==> config.mk <==
export PLATFORM = sky130hd
export DESIGN_NAME = mem_arbiter
export DESIGN_NICKNAME = d
export VERILOG_FILES = /design/src/rtl/mem_arbiter_pkg.sv /design/src/rtl/mem_arb_prio.sv /design/src/rtl/mem_arbiter.sv
export SDC_FILE = /design/constraint.sdc
export NUM_CORES = 1
export LEC_CHECK = 0
export CAP_MARGIN = 30
export CORE_MARGIN = 2
export CORE_UTILIZATION = 35
export CTS_BUF_LIST = sky130_fd_sc_hd__clkbuf_16
export DETAILED_ROUTE_END_ITERATION = 12
export GPL_ROUTABILITY_DRIVEN = 1
export GPL_TIMING_DRIVEN = 0
export PLACE_DENSITY = 0.68
export SLEW_MARGIN = 20
export SYNTH_ARGS = -nofsm -noshare
export SYNTH_HDL_FRONTEND = slang
export SYNTH_SLANG_ARGS = --single-unit
==> constraint.sdc <==
create_clock -name clk -period 12.88 [get_ports clk]
set_input_delay 2.576 -clock clk [delete_from_list [all_inputs] [get_ports clk]]
set_output_delay 2.576 -clock clk [all_outputs]
set_load 0.005 [all_outputs]
==> src/rtl/mem_arbiter_pkg.sv <==
// Shared types for the unified memory port arbiter.
//   state_t     : arbiter FSM states
//   LEN_*       : access length codes, same encoding as the memory-access unit
//   mem_xact_t  : latched request bundle {we, addr, wdata, len} at the default width
package mem_arbiter_pkg;

  localparam int MEM_AW = 32;

  typedef enum logic [1:0] {
    IDLE   = 2'd0,
    BUSY_I = 2'd1,
    BUSY_D = 2'd2
  } state_t;

  localparam logic [1:0] LEN_B = 2'b00;
  localparam logic [1:0] LEN_H = 2'b01;
  localparam logic [1:0] LEN_W = 2'b10;

  typedef struct packed {
    logic              we;
    logic [MEM_AW-1:0] addr;
    logic [MEM_AW-1:0] wdata;
    logic [1:0]        len;
  } mem_xact_t;

endpackage

==> src/rtl/mem_arb_prio.sv <==
// Winner select for the memory port plus the fetch starvation counter.
//   arb_en   : arbitration happens this cycle (FSM idle)
//   fu_req   : raw fetch request
//   fu_block : fetch may not win this cycle (flush)
//   mau_req  : data request
//   fu_win / mau_win : one-hot winner, both 0 when nothing is granted
module mem_arb_prio #(
  parameter int STARVE_MAX = 4
) (
  input  logic clk,
  input  logic rst,
  input  logic arb_en,
  input  logic fu_req,
  input  logic fu_block,
  input  logic mau_req,
  output logic fu_win,
  output logic mau_win
);

  localparam int SW = $clog2(STARVE_MAX + 1);

  logic [SW-1:0] starve_cnt_q, starve_cnt_d;
  logic          starved;

  always_comb begin
    starved      = (starve_cnt_q == SW'(STARVE_MAX));
    // Data has priority unless fetch has lost STARVE_MAX times in a row.
    fu_win       = arb_en & fu_req & ~fu_block & (starved | ~mau_req);
    mau_win      = arb_en & mau_req & ~fu_win;
    starve_cnt_d = starve_cnt_q;
    if (fu_win)
      starve_cnt_d = '0;
    else if (mau_win && fu_req && !starved)
      starve_cnt_d = starve_cnt_q + 1'b1;
  end

  always_ff @(posedge clk or posedge rst) begin
    if (rst) starve_cnt_q <= '0;
    else     starve_cnt_q <= starve_cnt_d;
  end

endmodule

==> src/rtl/mem_arbiter.sv <==
// Arbitrates the single memory port between fetch (reads) and the
// memory-access unit (reads/writes). One transaction outstanding at a time,
// registered outputs, timeout abort with a sticky error flag, and dropping of
// fetch results made stale by a flush.
//   i_fu_*  / o_fu_*  : fetch request/grant and instruction return
//   i_mau_* / o_mau_* : data request/grant and read data / write completion
//   o_mem_* / i_mem_* : memory port, request held until i_mem_ack
//   o_timeout_err     : set when a transaction is aborted, cleared by rst only
module mem_arbiter
  import mem_arbiter_pkg::*;
#(
  parameter int STARVE_MAX = 4,
  parameter int TIMEOUT    = 64,
  parameter int AW         = 32
) (
  input  logic          clk,
  input  logic          rst,
  input  logic          i_fu_req,
  input  logic [AW-1:0] i_fu_addr,
  input  logic          i_fu_flush,
  output logic          o_fu_gnt,
  output logic          o_fu_valid,
  output logic [AW-1:0] o_fu_inst,
  output logic [AW-1:0] o_fu_addr,
  input  logic          i_mau_req,
  input  logic          i_mau_we,
  input  logic [AW-1:0] i_mau_addr,
  input  logic [AW-1:0] i_mau_wdata,
  input  logic [1:0]    i_mau_len,
  output logic          o_mau_gnt,
  output logic          o_mau_valid,
  output logic [AW-1:0] o_mau_rdata,
  output logic          o_mem_req,
  output logic          o_mem_we,
  output logic [AW-1:0] o_mem_addr,
  output logic [AW-1:0] o_mem_wdata,
  output logic [1:0]    o_mem_len,
  input  logic          i_mem_ack,
  input  logic [AW-1:0] i_mem_rdata,
  output logic          o_timeout_err
);

  localparam int TW = $clog2(TIMEOUT);

  state_t        state_q, state_d;
  logic [TW-1:0] tmo_cnt_q, tmo_cnt_d;
  logic          drop_q, drop_d;
  logic          fu_gnt_q, fu_gnt_d, mau_gnt_q, mau_gnt_d;
  logic          fu_valid_q, fu_valid_d, mau_valid_q, mau_valid_d;
  logic [AW-1:0] fu_inst_q, fu_inst_d, fu_addr_q, fu_addr_d;
  logic [AW-1:0] mau_rdata_q, mau_rdata_d;
  logic          mem_req_q, mem_req_d, mem_we_q, mem_we_d;
  logic [AW-1:0] mem_addr_q, mem_addr_d, mem_wdata_q, mem_wdata_d;
  logic [1:0]    mem_len_q, mem_len_d;
  logic          err_q, err_d;
  logic          fu_win, mau_win;

  mem_arb_prio #(.STARVE_MAX(STARVE_MAX)) u_prio (
    .clk      (clk),
    .rst      (rst),
    .arb_en   (state_q == IDLE),
    .fu_req   (i_fu_req),
    .fu_block (i_fu_flush),
    .mau_req  (i_mau_req),
    .fu_win   (fu_win),
    .mau_win  (mau_win)
  );

  always_comb begin
    state_d     = state_q;
    tmo_cnt_d   = tmo_cnt_q;
    drop_d      = drop_q;
    fu_gnt_d    = 1'b0;
    mau_gnt_d   = 1'b0;
    fu_valid_d  = 1'b0;
    mau_valid_d = 1'b0;
    fu_inst_d   = fu_inst_q;
    fu_addr_d   = fu_addr_q;
    mau_rdata_d = mau_rdata_q;
    mem_req_d   = mem_req_q;
    mem_we_d    = mem_we_q;
    mem_addr_d  = mem_addr_q;
    mem_wdata_d = mem_wdata_q;
    mem_len_d   = mem_len_q;
    err_d       = err_q;

    unique case (state_q)
      IDLE: begin
        tmo_cnt_d = '0;
        drop_d    = 1'b0;
        if (fu_win) begin
          mem_req_d   = 1'b1;
          mem_we_d    = 1'b0;
          mem_addr_d  = i_fu_addr;
          mem_wdata_d = '0;
          mem_len_d   = LEN_W;
          fu_gnt_d    = 1'b1;
          state_d     = BUSY_I;
        end else if (mau_win) begin
          mem_req_d   = 1'b1;
          mem_we_d    = i_mau_we;
          mem_addr_d  = i_mau_addr;
          mem_wdata_d = i_mau_wdata;
          mem_len_d   = i_mau_len;
          mau_gnt_d   = 1'b1;
          state_d     = BUSY_D;
        end
      end

      BUSY_I, BUSY_D: begin
        if (state_q == BUSY_I && i_fu_flush) drop_d = 1'b1;
        if (i_mem_ack) begin
          mem_req_d = 1'b0;
          tmo_cnt_d = '0;
          drop_d    = 1'b0;
          state_d   = IDLE;
          if (state_q == BUSY_I) begin
            // A flush seen at any point of the fetch, ack cycle included, kills it.
            if (!(drop_q || i_fu_flush)) begin
              fu_valid_d = 1'b1;
              fu_inst_d  = i_mem_rdata;
              fu_addr_d  = mem_addr_q;
            end
          end else begin
            mau_valid_d = 1'b1;
            mau_rdata_d = mem_we_q ? '0 : i_mem_rdata;
          end
        end else if (tmo_cnt_q == TW'(TIMEOUT - 1)) begin
          mem_req_d = 1'b0;
          tmo_cnt_d = '0;
          drop_d    = 1'b0;
          err_d     = 1'b1;
          state_d   = IDLE;
        end else begin
          tmo_cnt_d = tmo_cnt_q + 1'b1;
        end
      end

      default: state_d = IDLE;
    endcase
  end

  always_ff @(posedge clk or posedge rst) begin
    if (rst) begin
      state_q     <= IDLE;
      tmo_cnt_q   <= '0;
      drop_q      <= 1'b0;
      fu_gnt_q    <= 1'b0;
      mau_gnt_q   <= 1'b0;
      fu_valid_q  <= 1'b0;
      mau_valid_q <= 1'b0;
      fu_inst_q   <= '0;
      fu_addr_q   <= '0;
      mau_rdata_q <= '0;
      mem_req_q   <= 1'b0;
      mem_we_q    <= 1'b0;
      mem_addr_q  <= '0;
      mem_wdata_q <= '0;
      mem_len_q   <= '0;
      err_q       <= 1'b0;
    end else begin
      state_q     <= state_d;
      tmo_cnt_q   <= tmo_cnt_d;
      drop_q      <= drop_d;
      fu_gnt_q    <= fu_gnt_d;
      mau_gnt_q   <= mau_gnt_d;
      fu_valid_q  <= fu_valid_d;
      mau_valid_q <= mau_valid_d;
      fu_inst_q   <= fu_inst_d;
      fu_addr_q   <= fu_addr_d;
      mau_rdata_q <= mau_rdata_d;
      mem_req_q   <= mem_req_d;
      mem_we_q    <= mem_we_d;
      mem_addr_q  <= mem_addr_d;
      mem_wdata_q <= mem_wdata_d;
      mem_len_q   <= mem_len_d;
      err_q       <= err_d;
    end
  end

  assign o_fu_gnt      = fu_gnt_q;
  assign o_fu_valid    = fu_valid_q;
  assign o_fu_inst     = fu_inst_q;
  assign o_fu_addr     = fu_addr_q;
  assign o_mau_gnt     = mau_gnt_q;
  assign o_mau_valid   = mau_valid_q;
  assign o_mau_rdata   = mau_rdata_q;
  assign o_mem_req     = mem_req_q;
  assign o_mem_we      = mem_we_q;
  assign o_mem_addr    = mem_addr_q;
  assign o_mem_wdata   = mem_wdata_q;
  assign o_mem_len     = mem_len_q;
  assign o_timeout_err = err_q;

endmodule

---- Word-level counts from Yosys, hierarchy flattened ----
Cells that the tools add are included.
operators by class
  add/sub/neg operators ................... 2
  equal/unequal tests ..................... 7
  muxes and demuxes ....................... 40
  bitwise operators ....................... 12
  reduce and logical (&&, ||, !) cells .... 17
operators with widths
  operator             count
  $mux 32              5
  $mux 1               21
  $mux 2               6
  $mux 6               2
  $pmux 6 s2           1
  $reduce_and 3->1     3
  $add 6x1->6 const B  1
  $eq 6x6->1 const B   1
  $mux 3               2
  $ne 3x3->1 const B   2
  $not 1->1            6
  $reduce_and 2->1     3
  $reduce_bool 2->1    3
  $and 1x1->1          5
  $ne 4x4->1 const B   1
  $pmux 1 s2           2
  $pmux 2 s2           1
  $reduce_and 4->1     1
  $add 3x1->3 const B  1
  $eq 3x3->1 const B   1
  $logic_and 1x1->1    3
  $eq 2x1->1 const B   1
  $eq 2x2->1 const B   1
  $logic_not 2->1      1
  other kinds (4)      4
storage, ports and cells
  register bits ........................... 181
  bits of input ports ..................... 137
  word-level logic and storage cells ...... 95

---- Logic depth before layout (Yosys ltp) ----
Gate-level depths: netlist of the first run.
  depth after elaboration ................. 10
  mapped depth ............................ 8
  mapped depth without buffers ............ 6

---- Modules after synthesis ----
From an unflattened synthesis of the first run, not the netlist that was laid out.
unflattened totals
  cells, all modules ...................... 588
  area total of the unflattened synthesis .. 7378.3 um^2
by module, submodules not included
  module        times used  cells each  area each (um^2)  seq. area each (um^2)
  mem_arbiter   1           563         7156.9            4454.3
  mem_arb_prio  1           25          221.5             75.1

---- Worst setup path before layout of the first run ----
No wires, ideal clock.
  kind .................................... input to register
  from .................................... in i_fu_flush
  to ...................................... reg fu_inst_q[0] (netlist: o_fu_inst[0])
  setup time .............................. 125 ps
  arrival ................................. 3499 ps
  data required time ...................... 12755 ps
  slack ................................... 9256 ps
  stages on the path ...................... 4
  path buffers ............................ 2
  cell sequence ........................... nor3_1 > buf_2 > buf_4 > mux2_2
on the way
  word-level cells in the longest chain between the ends .. 3
ends and longest elaborated chain
  element                     line                RTL
  from (decl)                 mem_arbiter.sv:20   input logic i_fu_flush,
  $logic_or 1x1->1            mem_arbiter.sv:119  if (!(drop_q || i_fu_flush)) begin
  $not 1->1 (no line)         --
  $reduce_and 4->1 (no line)  --
  to (signal assigned)        mem_arbiter.sv:169  fu_inst_q <= fu_inst_d;
  to (decl)                   mem_arbiter.sv:50   logic [AW-1:0] fu_inst_q, fu_inst_d, fu_addr_q, fu_addr_d;
No other way between the ends.
A chain may end at the register's enable or synchronous reset.

---- Final worst setup path of the first run ----
  from .................................... in i_fu_flush
  to ...................................... reg mem_addr_q[8] (netlist: o_mem_addr[8])
on the way
  word-level cells in the longest chain between the ends .. 7
  elaborated cells on any way between the ends .. 8
  those cells by class .................... mux (1); bitwise (5); reduce/logical (2)
ends and longest elaborated chain
  element                        line                RTL
  $not 1->1 (*)                  mem_arb_prio.sv:28  fu_win = arb_en & fu_req & ~fu_block & (starved | ~mau_req);
  $and 1x1->1 (*) (2 in series)  mem_arb_prio.sv:28
  $not 1->1                      mem_arb_prio.sv:29  mau_win = arb_en & mau_req & ~fu_win;
  $and 1x1->1                    mem_arb_prio.sv:29
  $reduce_bool 2->1 (no line)    --
  $reduce_and 2->1 (no line)     --
  to (signal assigned)           mem_arbiter.sv:174  mem_addr_q <= mem_addr_d;
  to (decl)                      mem_arbiter.sv:53   logic [AW-1:0] mem_addr_q, mem_addr_d, mem_wdata_q, mem_wdata_d;
Mark *: on every way between the ends. The rest lies on a longest branch, timed or not.

==> out/metrics.cfg, run 1 <==
[worst_setup_path]
ff2ff_path_depth = 6
startpoint_type = primary input
crit_chain = clkdlybuf4s50_1 > nor2b_1 > o21ai_2 > buf_2 > buf_2 > nand2_1 > o21ai_1
critPathKind = primary input to flip-flop
cp_top_family = buffers and inverters
end_kind = flip-flop
rr_startpoint = state_q[0]
cpMaxStageDelayCell = clkdlybuf4s50_1
reg2reg_slack_ns = 10.86
r2r_end = o_mau_rdata[5]
critPathArrivalTime_ns = 4.44
required_ns = 13.23
critPathBufInv = 3
path_common_cell = buf_2
max_stage_delay_ns = 0.56
worstPathMaxFanout = 10

[power_and_ir_drop]
leakage_nw = 4.89
p_seq_share_pct = 39.0
peakVddDrop_mv = 0.0979
p_sw_mw = 0.763
clkPwrFrac_pct = 20.0
intPower_mw = 1.69
power_mw = 2.45
swShare_pct = 31.1
p_comb_share_pct = 41.0
power_density_mw_per_mm2 = 217

[drt]
num_vias = 5662
wl_per_cell_microns = 17.1
drt-total-wl_microns = 20400
via_per_inst = 4.75
drc = 0
ant_nets = 0
first_iter_violations = 149
first_pass_iters = 4

[clocking]
cts_buffers = 17
cts_root_buffer = clkbuf_16
clk_pin_slew_ns = 0.07
clk_path_buf_depth = 2
clk-insertion-delay-late_ns = 0.43
clock-sinks = 181
cts_max_level = 4
cts_resized = 0
cts_tree = done
post_cts_buffers = 0
cts_hold_buf = 0

[layout]
drive_gt1_share_pct = 12.8
synthToLayoutAreaGrowth_pct = 55.0
fillers = 1811
postLayoutCellArea_sq_mm = 0.0113
nets = 1052
antenna_cells = 0

[min_path]
hold_path.startpoint = o_mau_rdata[26]
min_to = o_mau_rdata[26]
hold_path.class = flip-flop to flip-flop
holdPathStages = 2

[global_routing]
antenna_found_initial = 0
grt_max_degree = 70
gr-usage-all-layers_pct = 19.0
grt_first_pass_wirelength_microns = 32600
overflow = 0
grt_pass1_vias = 5965

[yosys]
yosys_warnings = 0
yosysMostFrequentCell = dfrtp_1
ys_seq_elements = 181
synth_nets = 726
ys.flop_type = dfrtp_1
synth_edf_count = 0
synth_cells = 583
syn_area_per_cell_sq_um = 12.5
async_flop_share_pct = 100
synth_area_leaders = dfrtp_1, mux2_2, mux2i_1, a22o_1, nand2_1
syn-cell-area_sq_mm = 0.00728
synth_commonest_cells = dfrtp_1, nand2_1, mux2_2
yosysTopAreaCellShare_pct = 62.2
synth_top_area_cell = dfrtp_1
yosysSeqAreaShare_pct = 62.2
synth_cell_types = 35

[timing]
hold_slack_ns = 0.479
relSlewSlack_pct = 66.1
hold_viol = 0
tns_ns = 0
worst_pin_slew_ns = 0.509
setup_viol = 0
rsz0062_at_grt = no
min_period_ns = 4.09
period_share_pct = 31.7
drv_slew = 0
fmax_ghz = 0.245
skew_ns = 0.0122

[floorplanning]
dieArea_sq_mm = 0.0220
row_count = 52
initial_utilization_pct = 35.9
ios = 306
die_x_microns = 148
core_sq_mm = 0.0203
die_y_microns = 148

[status]
status = finished clean

[placed_design]
numPortBuffers = 305
postPlaceCellArea_sq_mm = 0.0107
gp_congestion = 0.796
dpl.hpwl_microns = 15300

[job]
maxCapViolCount = 0

==> flip-flops by register name, indices dropped and copies added (netlist names), 2 cells and up <==
signal / cells
state_q: 2
tmo_cnt_q: 6
o_fu_inst: 32
u_prio.starve_cnt_q: 3
o_mau_rdata: 32
o_fu_addr: 32
o_mem_len: 2
o_mem_addr: 32
o_mem_wdata: 32
==> power groups by stage <==
| stage | sequential, mW | clock, mW | combinational [mW] |
|---|---|---|---|
| floorplan | 0.966 | 0 | 0.359 |
| global placement | 0.957 | 0 | 1.01 |
| detailed placement | 0.962 | 0 | 1.02 |
| CTS | 0.957 | 0.506 | 1.03 |
| global route | 0.992 | 0.533 | 1.10 |
| finish | 0.955 | 0.491 | 1.01 |
==> worst max-delay path by stage <==
stage	to	from	cells after the start	slack, ns
final	o_mem_addr[8]	i_fu_flush	7	8.79
after global routing	o_mem_addr[2]	i_fu_flush	7	8.64
after CTS	o_mem_addr[0]	i_fu_flush	7	8.74
after detailed placement	o_mem_addr[0]	i_fu_flush	7	8.30
after global placement	o_fu_addr[7]	rst	2	2.77
after floorplan	drop_q	rst	1	5.39
==> cell type report <==
| class | instances | area [sq um] | share of cell area, % |
|---|---|---|---|
| sequential | 181 | 4530 | 40.1 |
| timing repair buffer | 307 | 3110 | 27.5 |
| multi-input combinational | 359 | 2540 | 22.5 |
| clock buffer | 17 | 425 | 3.77 |
| tap | 270 | 338 | 2.99 |
| buffer | 35 | 186 | 1.65 |
| clock inverter | 15 | 125 | 1.11 |
| inverter | 8 | 37.5 | 0.333 |
==> tightest hold or removal path: cells and delay by family (launching register included) <==
kind               cells  cell delay (ns)
DFF                    1             0.34
AOI/OAI and AO/OA      1             0.06
and+or+nand+nor        1             0.04
==> cell usage in the layout, fill, tap and decap left out, types with 3 or more instances in the layout <==
| cell | count |
|---|---|
| buf_2 | 8 |
| a22o_1 | 35 |
| clkbuf_1 | 18 |
| buf_6 | 3 |
| dfrtp_1 | 181 |
| clkbuf_16 | 17 |
| o21ai_0 | 53 |
| mux2i_1 | 33 |
| clkinv_4 | 4 |
| ha_1 | 6 |
| clkdlybuf4s50_1 | 305 |
| o21ai_1 | 17 |
| nand2_1 | 79 |
| nand3_1 | 3 |
| mux2_2 | 65 |
| nand3b_1 | 3 |
| buf_4 | 6 |
| inv_6 | 3 |
| nor2_1 | 8 |
| inv_1 | 8 |
| a21oi_1 | 3 |
| nand2b_1 | 34 |
| inv_8 | 5 |
==> cells by family (layout without fill, tap and decap cells) <==
logic type	after synthesis	after routing	share of synthesized area, %
XOR/XNOR	2	2	0.241
buffers and inverters	43	382	2.97
adder cells (fa/ha/maj)	6	6	1.03
multiplexers	98	98	14.6
flip-flops	181	181	62.2
AND/OR/NAND/NOR	136	136	8.73
AO/OA/AOI/OAI	117	117	10.2
==> per-stage QoR <==
stage                     cells  setup WS (ns)  util (%)
after global placement     1158           2.77      52.6
final                      1192           8.79      55.6
after CTS                  1192           8.74      55.6
after global routing       1192           8.64      55.6
after detailed placement   1160           8.30      52.9
after floorplan             583           5.39         -
==> metal layers <==
metal / share of wire, % / global-route usage [%] / vias to the layer above
met5: 0 / 0 / -
met4: 1.5 / 5.52 / 0
met3: 8.5 / 6.72 / 17
met2: 49 / 32.2 / 212
met1: 41 / 23.0 / 2763
li1: - / - / 2670
No activity file was read; power rests on OpenSTA's default activity.
==> run 2: changes to the inputs <==
clock period = 4.1 ns   (was 12.88 ns; I/O delays follow)
==> run 2 against run 1 <==
Setup slack worse by 7.1 ns. Non-clock buffer count is 4 higher. First-iteration DRC count is 6.7% higher. Die area stayed put. Clock power grew to 3.3 times the previous value. Critical path depth stayed put. Via count is 0.46% lower. Global-route usage is 0.27 points higher.
==> out/metrics.cfg, run 2 (synthesized netlist as in run 1, its figures left out) <==
[status]
status = finished clean  ; unchanged

[clocking]
clk_path_buf_depth = 2  ; unchanged
clk-insertion-delay-late_ns = 0.42  ; was 0.43 ns
cts_root_buffer = clkbuf_16  ; unchanged
post_cts_buffers = 0  ; unchanged
cts_buffers = 17  ; unchanged
clk_pin_slew_ns = 0.07  ; about the same
clock-sinks = 181  ; unchanged
cts_max_level = 4  ; unchanged
cts_tree = done  ; unchanged
cts_hold_buf = 0  ; unchanged
cts_resized = 0  ; unchanged

[placed_design]
numPortBuffers = 305  ; unchanged
dpl_worst_slack_ns = 1.26  ; was 8.30 ns
dp_cells = 1164  ; was 1160
dpl.hpwl_microns = 15700  ; was 15300 microns
gp_congestion = 0.765  ; was 0.796

[global_routing]
grt_max_degree = 34  ; was 70
gr-usage-all-layers_pct = 19.3  ; was 19.0%
grt_first_pass_wirelength_microns = 32900  ; was 32600 microns
overflow = 0  ; unchanged
grt_pass1_vias = 5924  ; was 5965
antenna_found_initial = 0  ; unchanged

[floorplanning]
ios = 306  ; unchanged
dieArea_sq_mm = 0.0220  ; unchanged
core_sq_mm = 0.0203  ; unchanged
initial_utilization_pct = 35.9  ; unchanged
row_count = 52  ; unchanged
die_y_microns = 148  ; unchanged
die_x_microns = 148  ; unchanged

[power_and_ir_drop]
power_density_mw_per_mm2 = 686  ; was 217 mW/mm^2
peakVddDrop_mv = 0.348  ; was 0.0979 mV
leakage_nw = 4.92  ; was 4.89 nW
power_mw = 7.81  ; was 2.45 mW

[drt]
wl_per_cell_microns = 17.4  ; was 17.1 microns
first_iter_violations = 159  ; was 149
drt-total-wl_microns = 20800  ; was 20400 microns
ant_nets = 0  ; unchanged
via_per_inst = 4.72  ; was 4.75
drc = 0  ; unchanged
num_vias = 5636  ; was 5662
first_pass_iters = 4  ; unchanged

[timing]
fin_ws_ns = 1.74  ; was 8.79 ns
rsz0062_at_grt = no  ; unchanged
relSlewSlack_pct = 64.7  ; was 66.1%
min_period_ns = 2.36
period_share_pct = 57.6
hold_slack_ns = 0.479  ; about the same
setup_viol = 0  ; unchanged
skew_ns = 0.0103  ; was 0.0122 ns
drv_slew = 0  ; unchanged
tns_ns = 0  ; unchanged
worst_pin_slew_ns = 0.530  ; was 0.509 ns
hold_viol = 0  ; unchanged
fmax_ghz = 0.423

[min_path]
hold_path.class = flip-flop to flip-flop  ; unchanged

[worst_setup_path]
max_stage_delay_ns = 0.55  ; was 0.56 ns
worstPathMaxFanout = 10  ; unchanged
end_kind = flip-flop  ; unchanged
path_common_cell = buf_2  ; unchanged
required_ns = 4.44  ; was 13.23 ns
crit_chain = clkdlybuf4s50_1 > nor2b_1 > o21ai_2 > buf_2 > buf_2 > nand2_1 > o21ai_1  ; unchanged
critPathKind = primary input to flip-flop  ; unchanged
startpoint_type = primary input  ; unchanged
cpMaxStageDelayCell = clkdlybuf4s50_1  ; unchanged
critPathArrivalTime_ns = 2.70  ; was 4.44 ns

[layout]
instances_no_fill = 1195  ; was 1192
drive_gt1_share_pct = 13.2  ; was 12.8%
antenna_cells = 0  ; unchanged
final_common_cell = clkdlybuf4s50_1  ; unchanged
synthToLayoutAreaGrowth_pct = 56.2  ; was 55.0%
nets = 1056  ; was 1052
final_cell_mix = clkdlybuf4s50_1, dfrtp_1, nand2_1  ; unchanged

[job]
maxCapViolCount = 0  ; unchanged

run 2: power breakdown:
| part | internal [mW] | leakage (nW) | total (mW) | switching, mW |
|---|---|---|---|---|
| clock network | 0.903 | 0.273 | 1.62 | 0.720 |
| logic | 1.97 | 2.33 | 3.18 | 1.21 |
| registers | 2.54 | 2.32 | 3.00 | 0.455 |
run 2: path summary, 6_finish.rpt:
path	from	endpoint	slack, ns	cells after the start
min in group asynchronous	rst	o_fu_inst[24]	0.70	2
setup reg to reg	state_q[0]	o_mau_rdata[8]	2.06	7
hold / removal	o_mau_rdata[12]	o_mau_rdata[12]	0.48	2
setup / recovery	i_fu_flush	o_mem_addr[6]	1.74	7
hold reg to reg	o_mau_rdata[12]	o_mau_rdata[12]	0.48	2
max in group asynchronous	rst	o_fu_inst[1]	2.51	5
run 2: cell type report:
type | instances | area [sq um]
fillers | 1772 | 8920
flip-flops and latches | 181 | 4530
repair buffers | 311 | 3170
multi-input cells | 359 | 2540
clock buffers | 17 | 425
well taps | 270 | 338
plain buffers | 35 | 186
clock inverters | 14 | 153
inverters | 8 | 33.8
run 2: routing by layer:
layer	up-vias	routed length [microns]	global-route usage (%)
li1	2685	-	-
met1	2717	9090	24.3
met2	221	9940	32.4
met3	13	1580	6.47
met4	0	189	4.38
met5	-	0	0
run 2: worst max-delay path: cells and delay by family:
family          cells  cell delay (ns)
buf+inv             3             1.16
simple gates        2             0.20
compound gates      2             0.51
run 2: per-stage QoR:
| step | cell area, sq um | utilization (%) |
|---|---|---|
| floorplan | 7290 | - |
| global placement | 10700 | 52.6 |
| global route | 11400 | 56.0 |
| finish | 11400 | 56.0 |
| CTS | 11400 | 56.0 |
| detailed placement | 10800 | 53.2 |
==> run 3: changes to the inputs <==
clock period = 2.3 ns   (was 4.1 ns; I/O delays follow)
==> results of run 3 <==
The final DEF is identical to that of run 2. Status: finished clean.
Among the figures that moved: setup slack after placement 1.26 ns -> -0.181 ns; setup slack after layout 1.74 ns -> 0.264 ns; hold slack 0.479 ns -> 0.344 ns; start point of the critical path i_fu_flush -> state_q[0]; end point of the critical path o_mem_addr[6] -> o_mau_rdata[8]; register-to-register setup slack 2.06 ns -> 0.26 ns; total power 7.81 mW -> 13.9 mW; worst IR drop on VDD 0.348 mV -> 0.621 mV
